## src/rtl/host_uart_comm_pkg.sv

```systemverilog
// Shared types and constants for the host-side UART command endpoint.
package host_comm_pkg;

  typedef enum logic [2:0] {
    RX_IDLE, RX_START, RX_DATA, RX_STOP, RX_WAIT_HIGH
  } rx_state_e;

  typedef enum logic [1:0] {
    TX_IDLE, TX_START, TX_DATA, TX_STOP
  } tx_state_e;

  localparam int CMD_BYTES = 3;
  localparam int CMD_W     = 8 * CMD_BYTES;

endpackage

```

## src/rtl/host_uart_comm_if.sv

```systemverilog
// Command/response handshake between the UART endpoint (slave) and dig_core (master).
interface host_uart_comm_if;
  import host_comm_pkg::*;

  logic [CMD_W-1:0] cmd;
  logic             cmd_rdy;
  logic             clr_cmd_rdy;
  logic [7:0]       resp_data;
  logic             send_resp;
  logic             resp_sent;

  modport master (
    input  cmd, cmd_rdy, resp_sent,
    output clr_cmd_rdy, resp_data, send_resp
  );

  modport slave (
    output cmd, cmd_rdy, resp_sent,
    input  clr_cmd_rdy, resp_data, send_resp
  );

endinterface

```

## src/rtl/host_uart_comm_rx.sv

```systemverilog
// UART byte receiver: 2-flop synchroniser, mid-bit sampling FSM, framing check.
module uart_rx_byte
  import host_comm_pkg::*;
#(
  parameter int BAUD_DIV = 2604
) (
  input  logic       clk,
  input  logic       rst_n,
  input  logic       rx_i,
  output logic [7:0] rx_byte_o,
  output logic       rx_valid_o,
  output logic       rx_ferr_o,
  output logic       rx_idle_o
);

  localparam int            TW        = $clog2(BAUD_DIV);
  localparam logic [TW-1:0] BIT_LAST  = TW'(BAUD_DIV - 1);
  localparam logic [TW-1:0] HALF_LAST = TW'(BAUD_DIV / 2 - 1);

  logic [1:0]    sync_q;
  logic          rx_prev_q;
  logic          rx_s;
  rx_state_e     state_q, state_d;
  logic [TW-1:0] cnt_q, cnt_d;
  logic [2:0]    bit_q, bit_d;
  logic [7:0]    shreg_q, shreg_d;
  logic          valid_q, valid_d;
  logic          ferr_q, ferr_d;

  assign rx_s = sync_q[1];

  always_ff @(posedge clk or negedge rst_n) begin
    if (!rst_n) begin
      sync_q    <= 2'b11;
      rx_prev_q <= 1'b1;
      state_q   <= RX_IDLE;
      cnt_q     <= '0;
      bit_q     <= '0;
      shreg_q   <= '0;
      valid_q   <= 1'b0;
      ferr_q    <= 1'b0;
    end else begin
      sync_q    <= {sync_q[0], rx_i};
      rx_prev_q <= rx_s;
      state_q   <= state_d;
      cnt_q     <= cnt_d;
      bit_q     <= bit_d;
      shreg_q   <= shreg_d;
      valid_q   <= valid_d;
      ferr_q    <= ferr_d;
    end
  end

  always_comb begin
    state_d = state_q;
    case (state_q)
      RX_IDLE:      if (rx_prev_q && !rx_s) state_d = RX_START;
      RX_START:     if (cnt_q == HALF_LAST) state_d = rx_s ? RX_IDLE : RX_DATA;
      RX_DATA:      if (cnt_q == BIT_LAST && bit_q == 3'd7) state_d = RX_STOP;
      RX_STOP:      if (cnt_q == BIT_LAST) state_d = rx_s ? RX_IDLE : RX_WAIT_HIGH;
      RX_WAIT_HIGH: if (rx_s) state_d = RX_IDLE;
      default:      state_d = RX_IDLE;
    endcase
  end

  always_comb begin
    cnt_d   = cnt_q + 1'b1;
    bit_d   = bit_q;
    shreg_d = shreg_q;
    valid_d = 1'b0;
    ferr_d  = 1'b0;
    case (state_q)
      RX_START: if (cnt_q == HALF_LAST) begin
        cnt_d = '0;
        bit_d = '0;
      end
      RX_DATA: if (cnt_q == BIT_LAST) begin
        cnt_d   = '0;
        shreg_d = {rx_s, shreg_q[7:1]};
        bit_d   = bit_q + 3'd1;
      end
      RX_STOP: if (cnt_q == BIT_LAST) begin
        cnt_d   = '0;
        valid_d = rx_s;
        ferr_d  = !rx_s;
      end
      default: cnt_d = '0;
    endcase
  end

  assign rx_byte_o  = shreg_q;
  assign rx_valid_o = valid_q;
  assign rx_ferr_o  = ferr_q;
  assign rx_idle_o  = (state_q == RX_IDLE);

endmodule

```

## src/rtl/host_uart_comm.sv

```systemverilog
// Host serial endpoint: assembles 3-byte commands from RX, serialises response bytes on TX.
module host_uart_comm
  import host_comm_pkg::*;
#(
  parameter int BAUD_DIV     = 2604,
  parameter int TIMEOUT_BITS = 32
) (
  input  logic             clk,
  input  logic             rst_n,
  input  logic             RX,
  output logic             TX,
  host_uart_comm_if.slave  hif
);

  localparam int             TW        = $clog2(BAUD_DIV);
  localparam logic [TW-1:0]  BIT_LAST  = TW'(BAUD_DIV - 1);
  localparam int             TMO_LIMIT = TIMEOUT_BITS * BAUD_DIV;
  localparam int             TMO_W     = $clog2(TMO_LIMIT + 1);
  localparam logic [TMO_W-1:0] TMO_LAST = TMO_W'(TMO_LIMIT - 1);
  localparam logic [1:0]     BCNT_LAST = 2'(CMD_BYTES - 1);

  logic [7:0] rx_byte;
  logic       rx_valid, rx_ferr, rx_idle;

  uart_rx_byte #(.BAUD_DIV(BAUD_DIV)) u_rx (
    .clk        (clk),
    .rst_n      (rst_n),
    .rx_i       (RX),
    .rx_byte_o  (rx_byte),
    .rx_valid_o (rx_valid),
    .rx_ferr_o  (rx_ferr),
    .rx_idle_o  (rx_idle)
  );

  // ---------------- command assembly ----------------
  logic [1:0]       bcnt_q, bcnt_d;
  logic [CMD_W-1:0] shadow_q, shadow_d;
  logic [CMD_W-1:0] cmd_q, cmd_d;
  logic             cmd_rdy_q, cmd_rdy_d;
  logic [TMO_W-1:0] tmo_q, tmo_d;
  logic             tmo_fire;

  always_ff @(posedge clk or negedge rst_n) begin
    if (!rst_n) begin
      bcnt_q    <= '0;
      shadow_q  <= '0;
      cmd_q     <= '0;
      cmd_rdy_q <= 1'b0;
      tmo_q     <= '0;
    end else begin
      bcnt_q    <= bcnt_d;
      shadow_q  <= shadow_d;
      cmd_q     <= cmd_d;
      cmd_rdy_q <= cmd_rdy_d;
      tmo_q     <= tmo_d;
    end
  end

  // Timer only runs while a partial command sits waiting on an idle line.
  assign tmo_fire = (bcnt_q != 2'd0) && rx_idle && !rx_valid && (tmo_q == TMO_LAST);

  always_comb begin
    tmo_d = tmo_q + 1'b1;
    if (bcnt_q == 2'd0 || !rx_idle || rx_valid || tmo_fire) tmo_d = '0;
  end

  always_comb begin
    bcnt_d    = bcnt_q;
    shadow_d  = shadow_q;
    cmd_d     = cmd_q;
    cmd_rdy_d = cmd_rdy_q;
    if (hif.clr_cmd_rdy) cmd_rdy_d = 1'b0;
    if (rx_valid) begin
      case (bcnt_q)
        2'd0: begin shadow_d[23:16] = rx_byte; bcnt_d = 2'd1; end
        2'd1: begin shadow_d[15:8]  = rx_byte; bcnt_d = 2'd2; end
        default: begin
          shadow_d[7:0] = rx_byte;
          bcnt_d        = '0;
        end
      endcase
      // Completion overrides a coincident acknowledge.
      if (bcnt_q == BCNT_LAST) begin
        cmd_d     = {shadow_q[23:8], rx_byte};
        cmd_rdy_d = 1'b1;
      end
    end else if (rx_ferr || tmo_fire) begin
      bcnt_d = '0;
    end
  end

  assign hif.cmd     = cmd_q;
  assign hif.cmd_rdy = cmd_rdy_q;

  // ---------------- TX FSM ----------------
  tx_state_e     tx_state_q, tx_state_d;
  logic [TW-1:0] tx_cnt_q, tx_cnt_d;
  logic [2:0]    tx_bit_q, tx_bit_d;
  logic [7:0]    tx_sh_q, tx_sh_d;
  logic          tx_bit_end;

  assign tx_bit_end = (tx_cnt_q == BIT_LAST);

  always_ff @(posedge clk or negedge rst_n) begin
    if (!rst_n) begin
      tx_state_q <= TX_IDLE;
      tx_cnt_q   <= '0;
      tx_bit_q   <= '0;
      tx_sh_q    <= '0;
    end else begin
      tx_state_q <= tx_state_d;
      tx_cnt_q   <= tx_cnt_d;
      tx_bit_q   <= tx_bit_d;
      tx_sh_q    <= tx_sh_d;
    end
  end

  always_comb begin
    tx_state_d = tx_state_q;
    case (tx_state_q)
      TX_IDLE:  if (hif.send_resp) tx_state_d = TX_START;
      TX_START: if (tx_bit_end) tx_state_d = TX_DATA;
      TX_DATA:  if (tx_bit_end && tx_bit_q == 3'd7) tx_state_d = TX_STOP;
      TX_STOP:  if (tx_bit_end) tx_state_d = hif.send_resp ? TX_START : TX_IDLE;
      default:  tx_state_d = TX_IDLE;
    endcase
  end

  always_comb begin
    tx_cnt_d = tx_cnt_q + 1'b1;
    tx_bit_d = tx_bit_q;
    tx_sh_d  = tx_sh_q;
    case (tx_state_q)
      TX_IDLE:  tx_cnt_d = '0;
      TX_START: if (tx_bit_end) begin tx_cnt_d = '0; tx_bit_d = '0; end
      TX_DATA:  if (tx_bit_end) begin
        tx_cnt_d = '0;
        tx_bit_d = tx_bit_q + 3'd1;
        tx_sh_d  = {1'b0, tx_sh_q[7:1]};
      end
      default:  if (tx_bit_end) tx_cnt_d = '0;
    endcase
    if (tx_state_d == TX_START && (tx_state_q == TX_IDLE || tx_state_q == TX_STOP)) begin
      tx_sh_d  = hif.resp_data;
      tx_cnt_d = '0;
    end
  end

  always_comb begin
    TX            = 1'b1;
    hif.resp_sent = 1'b0;
    case (tx_state_q)
      TX_START: TX = 1'b0;
      TX_DATA:  TX = tx_sh_q[0];
      TX_STOP:  hif.resp_sent = tx_bit_end;
      default:  TX = 1'b1;
    endcase
  end

endmodule
```

## src/flat_wrapper.sv

```systemverilog
// flat-port wrapper written by rule: the top's interface ports become plain ports
module host_uart_comm_flat import host_comm_pkg::*;
#(
  parameter int BAUD_DIV     = 2604,
  parameter int TIMEOUT_BITS = 32
)
  (clk, rst_n, RX, TX, hif_cmd, hif_cmd_rdy, hif_resp_sent, hif_clr_cmd_rdy, hif_resp_data, hif_send_resp);
  host_uart_comm_if hif_i ();
  input  logic clk;
  input  logic rst_n;
  input  logic RX;
  output logic TX;
  output wire logic [$bits(hif_i.cmd)-1:0] hif_cmd;
  output wire logic [$bits(hif_i.cmd_rdy)-1:0] hif_cmd_rdy;
  output wire logic [$bits(hif_i.resp_sent)-1:0] hif_resp_sent;
  input wire logic [$bits(hif_i.clr_cmd_rdy)-1:0] hif_clr_cmd_rdy;
  input wire logic [$bits(hif_i.resp_data)-1:0] hif_resp_data;
  input wire logic [$bits(hif_i.send_resp)-1:0] hif_send_resp;
  assign hif_cmd = hif_i.cmd;
  assign hif_cmd_rdy = hif_i.cmd_rdy;
  assign hif_resp_sent = hif_i.resp_sent;
  assign hif_i.clr_cmd_rdy = hif_clr_cmd_rdy;
  assign hif_i.resp_data = hif_resp_data;
  assign hif_i.send_resp = hif_send_resp;
  host_uart_comm #(.BAUD_DIV(BAUD_DIV), .TIMEOUT_BITS(TIMEOUT_BITS)) u_core (.clk(clk), .rst_n(rst_n), .RX(RX), .TX(TX), .hif(hif_i));
endmodule
```

## config.mk

```make
export PLATFORM = sky130hd
export DESIGN_NAME = host_uart_comm_flat
export DESIGN_NICKNAME = d
export VERILOG_FILES = /design/src/rtl/host_uart_comm_pkg.sv /design/src/rtl/host_uart_comm_if.sv /design/src/rtl/host_uart_comm_rx.sv /design/src/rtl/host_uart_comm.sv /design/src/flat_wrapper.sv
export SDC_FILE = /design/constraint.sdc
export NUM_CORES = 1
export LEC_CHECK = 0
export ABC_CLOCK_PERIOD_IN_PS = 3840
export CORE_MARGIN = 2
export CORE_UTILIZATION = 29
export CTS_CLUSTER_DIAMETER = 200
export CTS_CLUSTER_SIZE = 30
export DETAILED_ROUTE_END_ITERATION = 8
export SETUP_SLACK_MARGIN = 0.15
export SKIP_CTS_REPAIR_TIMING = 1
export SLEW_MARGIN = 40
export SYNTH_ARGS = -nofsm -noshare
export SYNTH_HDL_FRONTEND = slang
export SYNTH_SLANG_ARGS = --single-unit
```

## constraint.sdc

```tcl
create_clock -name clk -period 3.84 [get_ports clk]
set_input_delay 0.768 -clock clk [delete_from_list [all_inputs] [get_ports clk]]
set_output_delay 0.768 -clock clk [all_outputs]
set_load 0.02 [all_outputs]
```

==> impl_metrics.json <==
{
  "clock_latency_ns": 0.40,
  "max_slew.worst_pin.slew_ns": 0.650,
  "period_share_pct": 85.8,
  "mostFrequentLayoutCells": "113 x dfrtp_1, 55 x mux2_2, 54 x nor2_1",
  "cts.clk_slew.worst_paths_ns": 0.05,
  "fillers": 1713,
  "post_dp_cell_area_sq_um": 5900,
  "synth_compound_gate_area_share_pct": 4.11,
  "coreArea_sq_um": 17800,
  "layout_commonest_cell": "dfrtp_1",
  "synth-edff-count": 0,
  "antenna_cells": 0,
  "holdCritPathClass": "reg2reg",
  "fin_crit_ns": 3.30,
  "ant_nets": 0,
  "hold_ws_ns": 0.354,
  "finalClockSkew_ns": 0.00789,
  "dp_hpwl_microns": 6470,
  "path_class": "reg2out",
  "ioPinCount": 40,
  "rr_endpoint": "u_core.u_rx.bit_q[2]",
  "r2r_cells": 5,
  "endpoint_kind": "output port",
  "synth_area_sq_um": 5210,
  "globalplace.congestion": 0.801,
  "synthXorXnorAreaFrac_pct": 5.89,
  "drt_wl_total_microns": 9440,
  "first_pass_iters": 5,
  "slew_headroom_pct": 56.0,
  "ir_drop_uv": 325,
  "cts_buffers": 17,
  "synth-warning-count": 0,
  "maxSlewViolCount": 0,
  "drive_gt1_share_pct": 21.8,
  "clkSinkCount": 116,
  "synth_ff_type": "dfrtp_1",
  "fp.dieArea_sq_um": 19000,
  "critPathLaunch": "u_core.tx_cnt_q[4]",
  "whs_path_depth": 0,
  "fin_setup_tns_ns": 0,
  "fmax_ghz": 0.303,
  "finalPower_mw": 3.01,
  "vias": 3377,
  "portBuffers": 39,
  "drt_iter0_markers": 142,
  "synthSimpleGateAreaFrac_pct": 15.3,
  "worstPathArrival_ns": 2.53,
  "leakage_nw": 2.95,
  "die_w_microns": 138,
  "endpoint": "hif_resp_sent",
  "antenna_found_initial": 0,
  "grt_pass1_vias": 3582,
  "syn_area_per_cell_sq_um": 12.0,
  "fin_nets": 517,
  "grt_use_total_pct": 10.5,
  "cap_viol_max_count": 0,
  "synth_top_family_by_area": "simple AND/OR/NAND/NOR gates",
  "via_per_inst": 4.61,
  "wl_per_cell_microns": 12.9,
  "cp.required_ns": 3.07,
  "area_delta_synth_final_pct": 24.5,
  "die_y_microns": 138,
  "final_area_sq_um": 6490,
  "synth_nets": 460,
  "r2r-start": "u_core.u_rx.cnt_q[8]",
  "rows": 49,
  "drc": 0,
  "synth_fa_ha_area_share_pct": 2.88,
  "ys_types": 50,
  "timing.final.ws_setup_ns": 0.544,
  "dp_slack_ns": 0.954,
  "cts_max_level": 4,
  "initial_core_util_pct": 29.3,
  "synth-seq-area-share_pct": 55.8,
  "cts-root-buf": "clkbuf_16",
  "cts_buffer_depth": 2,
  "postLayoutCoreUtil_pct": 36.5,
  "dp_cells": 702,
  "status": "complete, no violations",
  "ys_async_sr_fraction_pct": 100,
  "overflow": 0,
  "netlist_instances": 435,
  "grt_pass1_wl_microns": 16600,
  "rsz0062_at_grt": "no",
  "finalSetupViolCount": 0,
  "synthMuxAreaShare_pct": 14.3,
  "crit_path_max_fanout": 9,
  "reg2reg_slack_ns": 1.32,
  "hold_viol": 0,
  "stdcell_count": 733,
  "yosys_register_bits": 116,
  "startpoint_type": "register",
  "cts_tree": "done",
  "grt_max_degree": 68,
  "p_per_area_nw_per_um2": 464
}
## registers in the layout (all words and copies together) (netlist names), 3 cells and up
register               flops
u_core.u_rx.rx_byte_o      8
u_core.u_rx.state_q        3
u_core.tx_sh_q             8
u_core.u_rx.bit_q          3
u_core.u_rx.cnt_q         12
u_core.tx_cnt_q           12
u_core.tmo_q              17
u_core.tx_bit_q            3
u_core.hif.cmd            24
u_core.shadow_q           16
## critical path, stage by stage (launching register included)
cell and delay (ns):
dfrtp_1 0.42, or4b_1 0.61, nor3_4 0.34, and2_1 0.17
clkdlybuf4s50_1 0.59
## power breakdown
group | internal, mW | total (mW) | switching (mW)
clock network | 1.01 | 1.52 | 0.509
registers | 1.26 | 1.30 | 0.0419
logic | 0.0738 | 0.187 | 0.113
total | 2.34 | 3.01 | 0.664
## synth_stat cells (2+ instances only)
library cell	count	share of area (%)
xnor2_1	14	2.4
o21ai_0	11	1.1
ha_1	12	2.9
mux2_2	55	12
and4_1	2	0.34
nand4_1	9	1.1
a21o_1	2	0.29
or4bb_1	2	0.43
or3_1	2	0.24
a31oi_1	3	0.36
dfstp_2	3	1.5
a21oi_1	3	0.29
dfrtp_1	113	54
nor3_1	12	1.2
mux2i_1	2	0.38
or4b_1	3	0.58
nand2_1	25	1.8
and2_1	2	0.24
inv_1	15	1.1
nor2_1	54	3.9
nand3_1	13	1.2
mux2_4	7	2.0
and3_1	10	1.2
clkbuf_1	5	0.36
xor2_1	21	3.5
a22o_1	3	0.50
nor4_1	5	0.60
nand3b_1	4	0.58
nand2b_1	2	0.24
## final cells by class
class	count	area (sq um)	share of cell area (%)
flip-flops and latches	116	2910	44.8
multi-input cells	297	2210	34.1
clock buffers	22	484	7.46
repair buffers	45	437	6.73
well taps	229	287	4.42
clock inverters	9	103	1.58
inverters	15	56.3	0.868
## per-layer routing
layer / vias up / part of all wire, % / track usage (%)
met5: - / 0 / 0
met4: 0 / 0.74 / 4.08
met3: 6 / 2.9 / 2.98
met2: 42 / 48 / 16.7
met1: 1677 / 48 / 13.6
li1: 1652 / - / -
## how the worst min path moves through the flow
stage / from / to / slack (ns)
3_5_place_dp: u_core.u_rx.sync_q[0] / u_core.u_rx.sync_q[1] / 0.35
4_1_cts: u_core.u_rx.sync_q[0] / u_core.u_rx.sync_q[1] / 0.36
6_report: u_core.u_rx.sync_q[0] / u_core.u_rx.sync_q[1] / 0.35
5_1_grt: u_core.u_rx.sync_q[0] / u_core.u_rx.sync_q[1] / 0.36
2_1_floorplan: u_core.u_rx.sync_q[0] / u_core.u_rx.sync_q[1] / 0.35
3_3_place_gp: u_core.u_rx.sync_q[0] / u_core.u_rx.sync_q[1] / 0.35
## cells by family after synthesis
group / count (synthesis)
compound gates: 32
xor+xnor: 35
fa+ha+maj: 12
buf+inv: 22
flops: 116
mux: 64
simple gates: 154
Power figures use the tool's default switching activity.
